**src/rtl/clock_divider_prog.sv**
```systemverilog
// ---------------------------------------------------------------------------
// clock_divider_prog
// Runtime-programmable clock divider. Divides clock_in by a divisor loaded
// over a valid/ready handshake, produces a near-50 % duty clock_out and a
// one-cycle tick aligned to each clock_out rising edge. A new divisor is
// adopted only at a period boundary (or immediately while parked), so the
// output never glitches.
// ---------------------------------------------------------------------------
module clock_divider_prog #(
    parameter int WIDTH       = 28,
    parameter int DEFAULT_DIV = 2
) (
    input  logic             clock_in,
    input  logic             reset,
    input  logic             en,
    input  logic [WIDTH-1:0] div_in,
    input  logic             div_valid,
    output logic             div_ready,
    output logic             clock_out,
    output logic             tick,
    output logic [WIDTH-1:0] div_active,
    output logic             err
);

    // Reject a default divisor the counter cannot represent or divide by.
    if (DEFAULT_DIV < 2 || longint'(DEFAULT_DIV) > ((longint'(1) << WIDTH) - 1)) begin : g_bad_default
        $error("clock_divider_prog: DEFAULT_DIV must be in 2 .. 2**WIDTH-1");
    end

    localparam logic [WIDTH-1:0] C_ONE = WIDTH'(1);
    localparam logic [WIDTH-1:0] C_TWO = WIDTH'(2);
    localparam logic [WIDTH-1:0] C_DEF = WIDTH'(DEFAULT_DIV);

    logic [WIDTH-1:0] r_cnt;
    logic [WIDTH-1:0] r_div_active;
    logic [WIDTH-1:0] r_div_pending;
    logic             r_pending;
    logic             r_clock_out;
    logic             r_tick;
    logic             r_err;

    logic [WIDTH-1:0] w_last;
    logic             w_wrap;
    logic [WIDTH-1:0] w_cnt_run;
    logic [WIDTH-1:0] w_half;
    logic             w_accept;
    logic             w_div_too_small;
    logic [WIDTH-1:0] w_div_clamped;

    // div_active is always >= 2, so the subtraction cannot underflow.
    assign w_last          = r_div_active - C_ONE;
    assign w_wrap          = (r_cnt == w_last);
    assign w_cnt_run       = w_wrap ? '0 : r_cnt + C_ONE;
    assign w_half          = r_div_active >> 1;
    assign w_accept        = div_valid && !r_pending;
    assign w_div_too_small = (div_in < C_TWO);
    assign w_div_clamped   = w_div_too_small ? C_TWO : div_in;

    // Counter, output flops, divisor hand-off and sticky error.
    // NOTE: sequential state uses non-blocking assignments so every flop
    // samples pre-edge values regardless of statement order.
    always_ff @(posedge clock_in) begin
        if (reset) begin
            r_cnt         <= C_DEF - C_ONE;
            r_div_active  <= C_DEF;
            r_div_pending <= C_DEF;
            r_pending     <= 1'b0;
            r_clock_out   <= 1'b0;
            r_tick        <= 1'b0;
            r_err         <= 1'b0;
        end else begin
            if (en) begin
                // Running: clock_out tracks (cnt < H) one cycle ahead. On a
                // wrap the next cnt is 0, which is below any H >= 1, so the
                // old or new divisor gives the same first-cycle output.
                r_cnt       <= w_cnt_run;
                r_clock_out <= (w_cnt_run < w_half);
                r_tick      <= (w_cnt_run == '0);
                if (w_wrap && r_pending) begin
                    r_div_active <= r_div_pending;
                    r_pending    <= 1'b0;
                end
            end else begin
                // Parked: hold the counter at its last value so the first
                // running edge wraps to 0 and restarts the phase cleanly.
                r_clock_out <= 1'b0;
                r_tick      <= 1'b0;
                if (r_pending) begin
                    r_div_active <= r_div_pending;
                    r_cnt        <= r_div_pending - C_ONE;
                    r_pending    <= 1'b0;
                end else begin
                    r_cnt <= w_last;
                end
            end

            // A transfer needs pending == 0 while an apply needs pending == 1,
            // so these writes to r_pending can never collide.
            if (w_accept) begin
                r_div_pending <= w_div_clamped;
                r_pending     <= 1'b1;
                if (w_div_too_small) begin
                    r_err <= 1'b1;
                end
            end
        end
    end

    assign div_ready  = !r_pending;
    assign clock_out  = r_clock_out;
    assign tick       = r_tick;
    assign div_active = r_div_active;
    assign err        = r_err;

endmodule

```
**config.mk**
```make
export PLATFORM = sky130hd
export DESIGN_NAME = clock_divider_prog
export DESIGN_NICKNAME = d
export VERILOG_FILES = /design/src/rtl/clock_divider_prog.sv
export SDC_FILE = /design/constraint.sdc
export NUM_CORES = 1
export LEC_CHECK = 0
export CORE_UTILIZATION = 56
export DETAILED_ROUTE_END_ITERATION = 10
export GPL_TIMING_DRIVEN = 0
export PLACE_DENSITY_LB_ADDON = 0.12
export RECOVER_POWER = 25
export SYNTH_ARGS = -nofsm -noshare
export SYNTH_HDL_FRONTEND = slang
export SYNTH_SLANG_ARGS = --single-unit
```
**constraint.sdc**
```tcl
create_clock -name clock_in -period 7 [get_ports clock_in]
set_input_delay 1.4 -clock clock_in [delete_from_list [all_inputs] [get_ports clock_in]]
set_output_delay 1.4 -clock clock_in [all_outputs]
set_load 0.005 [all_outputs]
```
======== Word-level counts from Yosys, hierarchy flattened ========
Cells that the tools add are included.
storage, ports and cells
  bits in registers ....................... 88
  input bits .............................. 32
  logic and storage cells ................. 34
operators by class
  add/subtract/negate cells ............... 3
  $lt $le $gt $ge ......................... 2
  eq/ne operators ......................... 3
  muxes and demuxes ....................... 10
  bitwise gates (word level) .............. 1
  reduce and logical (&&, ||, !) cells .... 8
operator list
  kind                                                          count
  two-way mux 28 bit                                            7
  subtractor 28 x 1 -> 28 bit (second input constant)           2
  adder 28 x 1 -> 28 bit (second input constant)                1
  equality test 28 bit                                          1
  logical NOT 28 bit                                            1
  less-than comparator 28 x 2 -> 1 bit (second input constant)  1
  less-than comparator 28 x 27 -> 1 bit                         1
  AND reduction 2 bit                                           2
  two-way mux 1 bit                                             3
  != test 3 x 1 -> 1 bit (second input constant)                1
  logical AND 1 bit                                             2
  != test 2 x 1 -> 1 bit (second input constant)                1
  nonzero test 2 bit                                            1
  OR reduction 2 bit                                            1
  logical NOT 1 bit                                             1
  NOT 1 bit                                                     1

======== Depth between registers and ports, before layout ========
  depth after elaboration ................. 6
  depth in mapped cells ................... 21
  gate-level depth less buffers ........... 19

======== Worst setup path before layout ========
Ideal clock, no wire load.
  kind .................................... flip-flop to flip-flop
  start point ............................. register r_div_active[0], in the netlist div_active[0]
  end point ............................... register r_clock_out, in the netlist clock_out
  data arrival time ....................... 4.843 ns
  required time ........................... 6.926 ns
  setup slack ............................. 2.083 ns
  cell stages (with the launch flop) ...... 22
  period minus slack after synthesis ...... 4.917 ns
  path through ............................ dfxtp_1 -> inv_1 -> ha_1 -> nor3b_1 -> and4_1 -> buf_2 -> a21oi_1 -> a2111oi_0 -> nand2_1 -> or4b_2 -> nor4_4 -> buf_6 -> nor2_1 -> ha_1 -> a21o_1 -> a21o_1 -> a21oi_1 -> o21ai_0 -> a22oi_1 -> nand2_1 -> or4_1 -> o2bb2ai_1
on the way
  longest elaborated chain between the ends .. 4
ends and longest elaborated chain
  element                                RTL line  RTL
  from (decl)                            35        logic [WIDTH-1:0] r_div_active;
  from (signal assigned)                 80        r_div_active <= r_div_pending;
  from (signal assigned)                 89        r_div_active <= r_div_pending;
  subtractor 28 x 1 -> 28 bit            51        assign w_last = r_div_active - C_ONE;
  equality test 28 bit                   52        assign w_wrap = (r_cnt == w_last);
  two-way mux 28 bit                     53        assign w_cnt_run = w_wrap ? '0 : r_cnt + C_ONE;
  less-than comparator 28 x 27 -> 1 bit  77        r_clock_out <= (w_cnt_run < w_half);
  to (signal assigned)                   77
  to (decl)                              38        logic r_clock_out;
No other way between the ends.
A chain may end at the register's enable or synchronous reset.

======== Worst setup path in the final report ========
Same ends and word-level chain as after synthesis.

==> impl_metrics.json <==
{
  "post-place-ws_ps": 1020,
  "synth.avg_cell_area_um2": 7.650,
  "gr-total-overflow": 0,
  "grt_util_all_layers_pct": 35.83,
  "ir_drop_mv": 0.1254,
  "r2r-start": "div_active[0]",
  "post_cts_buffers": 0,
  "synth_flop_cell": "dfxtp_1",
  "synth_cells": 903,
  "drt_iter0_drc": 626,
  "io_pins": 64,
  "place.detailed.hpwl_um": 17660,
  "clk_pin_slew_ps": 70,
  "final_core_util_pct": 66.54,
  "rrSetupSlack_ps": 860,
  "post-place-cells": 1113,
  "netlist_area_um2": 6908,
  "multi_input_area_um2": 4738,
  "finalMaxSlewViolations": 0,
  "tightestPinTransition_ps": 1016,
  "regArea_um2": 1762,
  "hold_depth": 2,
  "htreeDepth": 3,
  "cts.sinks": 88,
  "power_density_nw_per_um2": 179.7,
  "coreArea_um2": 12010,
  "antenna_found_initial": 0,
  "finalPower_mw": 1.437,
  "worst_slack_ps": 862.1,
  "cp-end-kind": "flop",
  "cts_tree": "done",
  "grt_setup_unrepaired": "no",
  "required_ps": 7260,
  "cts_root_buf": "clkbuf_16",
  "timing.final.crit_share_pct": 87.68,
  "layout-drive-gt1-share_pct": 4.485,
  "diodes": 0,
  "nNetsFinal": 1038,
  "via_per_inst": 6.150,
  "gp_congestion": 0.9491,
  "whs_ps": 451.0,
  "fp.dieW_um": 113.1,
  "area_growth_pct": 15.70,
  "syn_nets": 964,
  "final_cell_area_um2": 7993,
  "ys_seq_area_share_pct": 25.50,
  "whs_endpoint": "err",
  "r2r_end": "clock_out",
  "row_count": 40,
  "synth_edf_count": 0,
  "criticalPathCategory": "flop to flop",
  "drc_errors": 0,
  "r2r_cells": 21,
  "fillCellCount": 1082,
  "dpl-instance-area_um2": 7722,
  "via_count": 6937,
  "clock_skew_ps": 7.721,
  "initial_core_util_pct": 57.51,
  "io_buffers": 63,
  "period_minus_slack_ps": 6138,
  "grt_pass1_wl_um": 34840,
  "ys_ff_latch": 88,
  "maxSlewHeadroom_pct": 32.10,
  "numCtsBuffers": 9,
  "max_clock_freq_mhz": 162.9,
  "power.leakage_nw": 3.256,
  "drtPass1Iterations": 5,
  "cts.path.max_buffers": 2,
  "crit_fanout": 10,
  "post_cts_resized": 0,
  "holdBufCountCts": 0,
  "worst_setup_path_start_kind": "flop",
  "async_flop_share_pct": 0,
  "hold_class": "flop to flop",
  "insertion_delay_ps": 350,
  "timing.setup.tns_ps": 0,
  "ant_nets": 0,
  "drv_cap": 0,
  "crit_arrival_ps": 6400,
  "finalHoldViolations": 0,
  "hp-start": "err",
  "wirelength_um": 22340,
  "synthDistinctLibCells": 72,
  "status": "finished clean",
  "die_h_um": 113.1,
  "fin_cells": 1128,
  "yosys_warnings": 0,
  "wl_per_cell_um": 19.81,
  "dieArea_um2": 12780,
  "grt_max_degree": 16,
  "final-setup-viol-count": 0,
  "grt_pass1_vias": 6412
}
==> cells by family (layout without fill, tap and decap cells) <==
logic type / after synthesis / after routing / share of synthesized area [%]
simple gates: 385 / 385 / 29.23
buf+inv: 98 / 176 / 5.905
flops: 88 / 88 / 25.50
xor+xnor: 98 / 98 / 13.62
compound gates: 169 / 169 / 15.16
mux: 36 / 36 / 5.325
fa+ha+maj: 29 / 29 / 5.253
==> placed cells by master, fill, tap and decap left out, types with 30 or more instances in the layout <==
| master | count |
|---|---|
| a21oi_1 | 61 |
| clkbuf_1 | 49 |
| clkdlybuf4s50_1 | 35 |
| dfxtp_1 | 88 |
| inv_1 | 36 |
| mux2i_1 | 30 |
| nand2_1 | 89 |
| nand3_1 | 32 |
| nor2_1 | 103 |
| nor4_1 | 30 |
| xnor2_1 | 64 |
==> state kept, by name (all words and copies together) (netlist names) <==
signal and count:
clock_out 1, div_active 28, err 1, r_cnt 28, r_div_pending 28, r_pending 1, tick 1
==> routing by layer <==
metal / GRT usage (%) / part of all wire, %
met1: 48.91 / 45
met2: 55.13 / 44
met3: 8.034 / 9.0
met4: 13.60 / 2.8
met5: 0 / 0
==> power breakdown <==
part	leakage (nW)	total, mW	switching, mW	internal (mW)
registers	0.717	0.556	0.0314	0.525
clock network	0.126	0.461	0.218	0.243
logic	2.41	0.419	0.242	0.178
total	3.26	1.44	0.491	0.945
==> how the worst max path moves through the flow <==
stage	start	endpoint	slack (ps)	cells after the start
finish	div_active[0]	clock_out	860	21
global route	div_active[1]	clock_out	580	21
floorplan	div_active[0]	clock_out	2080	21
detailed placement	div_active[1]	clock_out	1020	20
global placement	div_active[0]	clock_out	930	20
CTS	div_active[1]	clock_out	970	20
==> Yosys cell counts, types with 4 or more instances <==
| library cell | count | share of area (%) |
|---|---|---|
| clkbuf_1 | 48 | 2.6 |
| o21ai_0 | 27 | 2.0 |
| mux2_2 | 4 | 0.65 |
| a31oi_1 | 4 | 0.36 |
| nand3b_1 | 4 | 0.43 |
| a21o_1 | 10 | 1.1 |
| dfxtp_1 | 88 | 26 |
| and3_1 | 13 | 1.2 |
| buf_2 | 5 | 0.36 |
| ha_1 | 29 | 5.3 |
| and4_1 | 5 | 0.63 |
| xnor3_1 | 6 | 2.0 |
| nor3_1 | 21 | 1.5 |
| o22ai_1 | 25 | 2.3 |
| a211oi_1 | 5 | 0.54 |
| or3_1 | 6 | 0.54 |
| o211ai_1 | 4 | 0.43 |
| o2111ai_1 | 4 | 0.51 |
| mux2i_1 | 30 | 4.3 |
| nand4_1 | 18 | 1.6 |
| xnor2_1 | 64 | 8.1 |
| inv_1 | 36 | 2.0 |
| nand4b_1 | 5 | 0.63 |
| nand2_1 | 89 | 4.8 |
| nand3_1 | 32 | 2.3 |
| buf_6 | 4 | 0.65 |
| nor2b_1 | 8 | 0.72 |
| buf_1 | 4 | 0.22 |
| or4_1 | 10 | 1.1 |
| and2_1 | 5 | 0.45 |
| xor2_1 | 28 | 3.6 |
| nor4_1 | 30 | 2.7 |
| a21oi_1 | 61 | 4.4 |
| or2_2 | 5 | 0.45 |
| nor2_1 | 103 | 5.6 |
| nand2b_1 | 10 | 0.91 |
==> worst max-delay path: stages, from the launching register on <==
cell	delay [ps]
dfxtp_1	410
inv_1	140
ha_1	200
nor3b_1	800
and4_1	310
buf_2	190
a21oi_1	110
a2111oi_0	460
nand2_1	90
or4b_2	700
nor4_4	610
buf_6	230
nor2_1	60
ha_1	300
a21o_1	180
a21o_1	170
a21oi_1	120
o21ai_0	100
a22oi_1	150
nand2_1	120
or4_1	410
o2bb2ai_1	180
==> final cells by class <==
cell class	count	area share [%]
multi-input cells	717	59.28
plain buffers	62	3.413
repair buffers	63	7.890
inverters	36	1.691
clock buffers	10	2.865
well taps	147	2.301
clock inverters	5	0.5166
flip-flops and latches	88	22.04
Power figures use the tool's default switching activity.
